File: config.mk
export PLATFORM = sky130hd
export DESIGN_NAME = usr_shift_engine
export DESIGN_NICKNAME = d
export VERILOG_FILES = /design/src/rtl/usr_shift_engine_pkg.sv /design/src/rtl/usr_shift_engine_step_unit.sv /design/src/rtl/usr_shift_engine.sv
export SDC_FILE = /design/constraint.sdc
export NUM_CORES = 1
export LEC_CHECK = 0
export CORE_UTILIZATION = 53
export DETAILED_ROUTE_END_ITERATION = 12
export HOLD_SLACK_MARGIN = 0.15
export PLACE_DENSITY = 0.8
export SETUP_SLACK_MARGIN = 0.5
export SLEW_MARGIN = 5
export SYNTH_ARGS = -nofsm -noshare
export SYNTH_HDL_FRONTEND = slang
export SYNTH_SLANG_ARGS = --single-unit
File: constraint.sdc
create_clock -name clk -period 2.9 [get_ports clk]
set_clock_uncertainty 0.1 [all_clocks]
set_input_delay 0.725 -clock clk [delete_from_list [all_inputs] [get_ports clk]]
set_output_delay 0.725 -clock clk [all_outputs]
set_load 0.01 [all_outputs]
File: src/rtl/usr_shift_engine_pkg.sv
// Shared definitions for the universal shift engine: command modes, FSM states
// and the rule for which commands finish without stepping.
package usr_shift_engine_pkg;

   typedef enum logic [2:0] {
      MODE_HOLD  = 3'd0,
      MODE_LOAD  = 3'd1,
      MODE_SHL   = 3'd2,
      MODE_SHR   = 3'd3,
      MODE_ROL   = 3'd4,
      MODE_ROR   = 3'd5,
      MODE_ASR   = 3'd6,
      MODE_SIN_L = 3'd7
   } mode_t;

   typedef enum logic [1:0] {
      S_IDLE = 2'd0,
      S_RUN  = 2'd1,
      S_DONE = 2'd2
   } state_t;

   // Commands that complete on the accept edge and go straight to DONE.
   function automatic logic finishes_at_accept(input logic [2:0] mode, input logic zero_count);
      return (mode == MODE_HOLD) || (mode == MODE_LOAD) || zero_count;
   endfunction

endpackage

File: src/rtl/usr_shift_engine_step_unit.sv
// Combinational single-bit step: next register value and the bit shifted out.
module usr_step_unit
   import usr_shift_engine_pkg::*;
#(
   parameter int WIDTH = 8
) (
   input  mode_t             i_mode,
   input  logic [WIDTH-1:0]  i_reg,
   input  logic              i_ser_in,
   output logic [WIDTH-1:0]  o_next_reg,
   output logic              o_out_bit
);

   always_comb begin
      o_next_reg = i_reg;
      o_out_bit  = 1'b0;
      case (i_mode)
         MODE_SHL: begin
            o_next_reg = {i_reg[WIDTH-2:0], 1'b0};
            o_out_bit  = i_reg[WIDTH-1];
         end
         MODE_SHR: begin
            o_next_reg = {1'b0, i_reg[WIDTH-1:1]};
            o_out_bit  = i_reg[0];
         end
         MODE_ROL: begin
            o_next_reg = {i_reg[WIDTH-2:0], i_reg[WIDTH-1]};
            o_out_bit  = i_reg[WIDTH-1];
         end
         MODE_ROR: begin
            o_next_reg = {i_reg[0], i_reg[WIDTH-1:1]};
            o_out_bit  = i_reg[0];
         end
         MODE_ASR: begin
            o_next_reg = {i_reg[WIDTH-1], i_reg[WIDTH-1:1]};
            o_out_bit  = i_reg[0];
         end
         MODE_SIN_L: begin
            o_next_reg = {i_reg[WIDTH-2:0], i_ser_in};
            o_out_bit  = i_reg[WIDTH-1];
         end
         // HOLD and LOAD never reach the step path; they pass the register through.
         default: begin
            o_next_reg = i_reg;
            o_out_bit  = 1'b0;
         end
      endcase
   end

endmodule

File: src/rtl/usr_shift_engine.sv
// Multi-step universal shift register: accepts one command per handshake,
// runs up to MAX_STEPS single-bit steps, then pulses out_valid for one cycle.
module usr_shift_engine
   import usr_shift_engine_pkg::*;
#(
   parameter  int WIDTH     = 8,
   parameter  int MAX_STEPS = 15,
   localparam int CW        = $clog2(MAX_STEPS + 1)
) (
   input  logic              clk,
   input  logic              reset,
   input  logic              cmd_valid,
   output logic              cmd_ready,
   input  logic [2:0]        cmd_mode,
   input  logic [CW-1:0]     cmd_count,
   input  logic [WIDTH-1:0]  cmd_data,
   input  logic              ser_in,
   output logic [WIDTH-1:0]  reg_out,
   output logic              ser_out,
   output logic              out_valid,
   output logic              busy
);

   state_t            r_state;
   mode_t             r_mode;
   logic [CW-1:0]     r_steps_left;
   logic [WIDTH-1:0]  r_reg;
   logic              r_ser;
   logic              r_out_valid;
   logic              r_busy;
   logic              r_ready;

   logic [WIDTH-1:0]  w_next_reg;
   logic              w_out_bit;

   usr_step_unit #(
      .WIDTH (WIDTH)
   ) u_step (
      .i_mode     (r_mode),
      .i_reg      (r_reg),
      .i_ser_in   (ser_in),
      .o_next_reg (w_next_reg),
      .o_out_bit  (w_out_bit)
   );

   always_ff @(posedge clk) begin
      if (reset) begin
         r_state      <= S_IDLE;
         r_mode       <= MODE_HOLD;
         r_steps_left <= '0;
         r_reg        <= '0;
         r_ser        <= 1'b0;
         r_out_valid  <= 1'b0;
         r_busy       <= 1'b0;
         r_ready      <= 1'b1;
      end else begin
         r_out_valid <= 1'b0;
         case (r_state)
            S_IDLE: begin
               if (cmd_valid) begin
                  r_busy  <= 1'b1;
                  r_ready <= 1'b0;
                  if (finishes_at_accept(cmd_mode, cmd_count == '0)) begin
                     if (cmd_mode == MODE_LOAD) begin
                        r_reg <= cmd_data;
                        r_ser <= 1'b0;
                     end
                     r_out_valid <= 1'b1;
                     r_state     <= S_DONE;
                  end else begin
                     r_mode       <= mode_t'(cmd_mode);
                     r_steps_left <= cmd_count;
                     r_state      <= S_RUN;
                  end
               end
            end
            S_RUN: begin
               r_reg        <= w_next_reg;
               r_ser        <= w_out_bit;
               r_steps_left <= r_steps_left - 1'b1;
               if (r_steps_left == CW'(1)) begin
                  r_out_valid <= 1'b1;
                  r_state     <= S_DONE;
               end
            end
            S_DONE: begin
               r_busy  <= 1'b0;
               r_ready <= 1'b1;
               r_state <= S_IDLE;
            end
            default: begin
               r_busy  <= 1'b0;
               r_ready <= 1'b1;
               r_state <= S_IDLE;
            end
         endcase
      end
   end

   assign reg_out   = r_reg;
   assign ser_out   = r_ser;
   assign out_valid = r_out_valid;
   assign busy      = r_busy;
   assign cmd_ready = r_ready;

endmodule

After elaboration in Yosys (flattened, before gate mapping):

Cells that the tools add are included.

* logic and storage cells: 69
* flip-flop bits (word level): 21
* input port bits: 19

* equality and inequality tests: 17
* reductions and logical operators: 15
* bitwise logic cells: 2
* $add $sub $neg: 1
* multiplexer cells: 25

Operators with widths (count)
* $pmux 8 s6: 1
* $mux 8: 3
* $pmux 8 s2: 1
* $eq 3x3->1 const B: 4
* $ne 2x2->1 const B: 6
* $pmux 1 s2: 5
* $mux 1: 8
* $mux 4: 2
* $pmux 4 s2: 1
* $ne 7x1->1 const B: 1
* $eq 3x2->1 const B: 2
* $mux 2: 3
* $ne 6x1->1 const B: 1
* $reduce_and 3->1: 2
* $reduce_and 6->1: 1
* $reduce_or 3->1: 2
* $reduce_and 5->1: 1
* $eq 4x1->1 const B: 1
* $logic_not 4->1: 1
* $pmux 2 s2: 1
* $reduce_and 2->1: 2
* $reduce_and 4->1: 1
* $sub 4x1->4 const B: 1
* $eq 3x1->1 const B: 1
* 6 further kinds: 8

Logic depth before layout (Yosys ltp):

* word-level depth: 6
* gate-level depth with buffers: 6
* gate-level depth less buffers: 5

Cells and area by module:

Synthesis repeated with hierarchy kept, for this count alone.

* cells, all modules: 167
* area total of the unflattened synthesis: 1420.1 um^2

By module, submodules not included
* usr_shift_engine: instances 1, sequential area each 420.4 um^2, cells each 116, area each 1012.2 um^2
* usr_step_unit: instances 1, sequential area each 0.0 um^2, cells each 51, area each 407.9 um^2

Worst setup path after synthesis:

OpenSTA, ideal clock, no wires.

* path type: input-to-reg
* start point: input port cmd_count[2]
* end point: register r_steps_left[0]
* buffers on the path: 0
* setup slack: 1073 ps
* arrival: 1584 ps
* stages: 4
* cell sequence: nor4_4 -> o41ai_4 -> a211oi_1 -> a211oi_1

* word-level cells in the longest chain between the ends: 4

Ends and longest elaborated chain
* start, declared: RTL line usr_shift_engine.sv:15 `input logic [CW-1:0] cmd_count,`
* $logic_not 4->1: RTL line usr_shift_engine.sv:63 `if (finishes_at_accept(cmd_mode, cmd_count == '0)) begin`
* $logic_or 1x1->1: RTL line usr_shift_engine_pkg.sv:24 `return (mode == MODE_HOLD) || (mode == MODE_LOAD) || zero_count;`
* $ne 2x2->1 (no line)
* $reduce_and 3->1 (no line)
* end signal, assigned: RTL line usr_shift_engine.sv:72 `r_steps_left <= cmd_count;`
* end signal, assigned: RTL line usr_shift_engine.sv:80 `r_steps_left <= r_steps_left - 1'b1;`
* end, declared: RTL line usr_shift_engine.sv:26 `logic [CW-1:0] r_steps_left;`

No other way between the ends.
A chain may end at the register's enable or synchronous reset.

Worst setup path in the final report:

* start point: register r_reg[0] (netlist: reg_out[0])
* end point: output port reg_out[0]

RTL lines
* start, declared: RTL line usr_shift_engine.sv:27 `logic [WIDTH-1:0] r_reg;`
* start signal, assigned: RTL line usr_shift_engine.sv:65 `r_reg <= cmd_data;`
* start signal, assigned: RTL line usr_shift_engine.sv:78 `r_reg <= w_next_reg;`
* end, declared: RTL line usr_shift_engine.sv:18 `output logic [WIDTH-1:0] reg_out,`

No word-level cell between the ends.

==> out/metrics.csv <==
metric;value;unit
post-route ant nets;0;
Netlist cell types;42;
fmax;452;MHz
combinational share of power;0.286;
Synth Cell Area;0.00137;mm2
maximum root-to-sink buffer count;2;
Boundary Pins;31;
share of power burned in the clock network;0.212;
Psw;0.222;mW
commonest cells after routing, fill and taps aside;30 x clkdlybuf4s50_1, 21 x dfxtp_1, 20 x nor2_1;
total routing resource utilization after global routing;0.257;
met2 demand-to-capacity share in global routing;0.449;
vias;1346;
relative slew slack;0.576;
initial antenna violation count;0;
Critical Path RT;2.08;ns
clock tree from TritonCTS;done;
Placement Setup Slack;0.412;ns
Top FF cell, synth;dfxtp_1;
Async S/R FF share, synth;0;
die area;0.00279;mm2
register bit count reported by yosys;21;
RSZ-0062 raised after global routing;no;
antenna diode count;0;
fin. max-slew vios;0;
clock-pin slew on the worst setup and hold paths;0.12;ns
horizontal extent of the die;52.9;um
Avg Vias per Cell;5.98;
Reg power frac;0.502;
final hold violations;0;
ordered cell list for the critical path;clkdlybuf4s50_1;
Hold Buf Count CTS;0;
post-cts resize count;0;
worst min-delay path startpoint;cmd_ready;
sequential fraction of the synthesis area;0.307;
DRC violation total after the first TritonRoute iteration;24;
met1 global-route usage;0.304;
slowest cell delay on critical path;0.60;ns
clock latency on the worst-skew pair;0.30;ns
leakage power;0.566;nW
total internal power;0.464;mW
highest fanout seen on the critical path;7;
number of setup violations in the final report;0;
kind of capture point of the worst setup path;primary output;
detailed-routing iteration count for the pre-antenna-repair pass;4;
number of enable-type register cells in the synthesized netlist;0;
placeable core region;0.00245;mm2
hold path depth;2;
Setup CP Type;flip-flop to primary output;
clk sink count;21;
residual overflow from global routing;0;
peak ir drop on the vdd network;0.357;mV
final period demand of the worst path;2.21;ns
ratio of cells with drive above 1 in the final layout;0.0513;
DRC violations left;0;
most common cell after layout, fill and taps aside;clkdlybuf4s50_1;
type of the tightest min-delay check;flip-flop to flip-flop;
Worst Hold Endpoint;cmd_ready;
library cell used as clock root buffer;clkbuf_4;
share of the clock period used by the worst path;0.762;
CTS Buf Count;3;
final setup slack of the worst path;0.689;ns
Port Buf Inserts;30;
setup slack of the most critical reg-to-reg path;0.94;ns
wire length per cell;14.4;um
Least-Margin Pin Slew;0.636;ns
Worst setup SP type;flip-flop;
setup tns final;0;ns
most crowded layer after global routing;met2;
worst reg2reg path depth;4;
fin nets;217;
# Max-Cap Violations;0;
status;completed;
sw frac;0.323;
die height;52.9;um
row cnt;18;
initial core utilization;0.559;
met3 usage in global routing;0.0374;
standard cell with the maximum stage delay on the critical path;clkdlybuf4s50_1;
RD Place Congestion;0.802;
wire length of the first global-routing pass;5300;um
total power divided by cell area;403;mW/mm2
CP delay by family, top;buffers and inverters;
syn nets;190;
number of H-tree levels;1;
capture point of the worst reg-to-reg path;r_steps_left[0];
wire length after detailed routing;3250;um
via count of the first global-routing pass;1255;
gate count of the mapped netlist;169;
Synth warnings;0;
Post-Syn Area per Cell;8.11;um2
signal arrival time at the worst endpoint;1.39;ns
largest net degree at the start of global routing;20;
# Post-CTS Setup Buffers;0;
number of buffers and inverters on the critical path;1;
area grow syn2layout;23.9;%
Reg2Reg Launch Point;r_state[1];
detailed-placement wirelength estimate;2400;um
## through the flow
step                std cells  total power [mW]  cell area (um2)  hold slack [ns]  utilization
global placement          221             0.540             1670            0.336        0.681
finish                    225             0.685             1700            0.356        0.692
global route              225             0.721             1700            0.400        0.692
CTS                       225             0.688             1700            0.359        0.692
detailed placement        221             0.546             1670            0.341        0.681
floorplan                 169             0.471             1370            0.367            -
## Yosys cell counts, drive strengths merged, types with 6 or more instances
cell     n  area [um2]
o21ai    8        40.0
dfxtp   21         420
inv     11        41.3
a31oi    6        37.5
or2      8        50.1
nand2   14        52.6
o211ai  10        75.1
nor2    20        75.1
o32ai    7        61.3
mux2i    9        90.1
buf     10        55.1
a21oi    8        40.0
## power by group through the flow
| stage | registers, mW | logic (mW) | clock network, mW |
|---|---|---|---|
| global route | 0.348 | 0.217 | 0.156 |
| detailed placement | 0.350 | 0.196 | 0 |
| CTS | 0.343 | 0.197 | 0.148 |
| global placement | 0.348 | 0.191 | 0 |
| finish | 0.344 | 0.196 | 0.146 |
| floorplan | 0.335 | 0.136 | 0 |
## cell families (layout without fill, tap and decap cells)
logic type,Yosys count,count (layout),share of synthesized area
multiplexers,9,9,0.0657
AND/OR/NAND/NOR,60,60,0.241
AO/OA/AOI/OAI,53,53,0.282
XOR/XNOR,1,1,0.00639
buffers and inverters,22,48,0.0730
flip-flops,21,21,0.307
adder cells (fa/ha/maj),3,3,0.0255
## worst max path at each step
| stage | startpoint | endpoint | cells past startpoint |
|---|---|---|---|
| floorplan | cmd_count[2] | r_steps_left[0] | 4 |
| global placement | cmd_count[0] | r_steps_left[2] | 5 |
| detailed placement | cmd_count[0] | r_steps_left[2] | 5 |
| CTS | reg_out[0] | reg_out[0] | 1 |
| global route | reg_out[7] | reg_out[7] | 1 |
| finish | reg_out[0] | reg_out[0] | 1 |
## sequential cells by signal, indices dropped and copies added (netlist names)
| signal | cells |
|---|---|
| r_mode | 3 |
| cmd_ready | 1 |
| r_steps_left | 4 |
| out_valid | 1 |
| busy | 1 |
| r_state | 2 |
| reg_out | 8 |
| ser_out | 1 |
## worst reg2reg max path, cell delays in order, from the launching register on
cell and delay, ns:
dfxtp_1 0.57, nand2b_1 0.55, o41ai_4 0.26, a211oi_1 0.28
a211oi_1 0.08
## final cells by class
class                   count  area, um2
well taps                  30       37.5
multi-input cells         126        851
clock buffers               4       26.3
fillers                   203        756
repair buffers             33        323
flip-flops and latches     21        420
inverters                  11       41.3
## metal layers
layer | up-vias | part of all wire
li1 | 664 | -
met1 | 648 | 0.44
met2 | 30 | 0.52
met3 | 4 | 0.035
met4 | 0 | 0.011
met5 | - | 0
No activity file was read; power rests on OpenSTA's default activity.
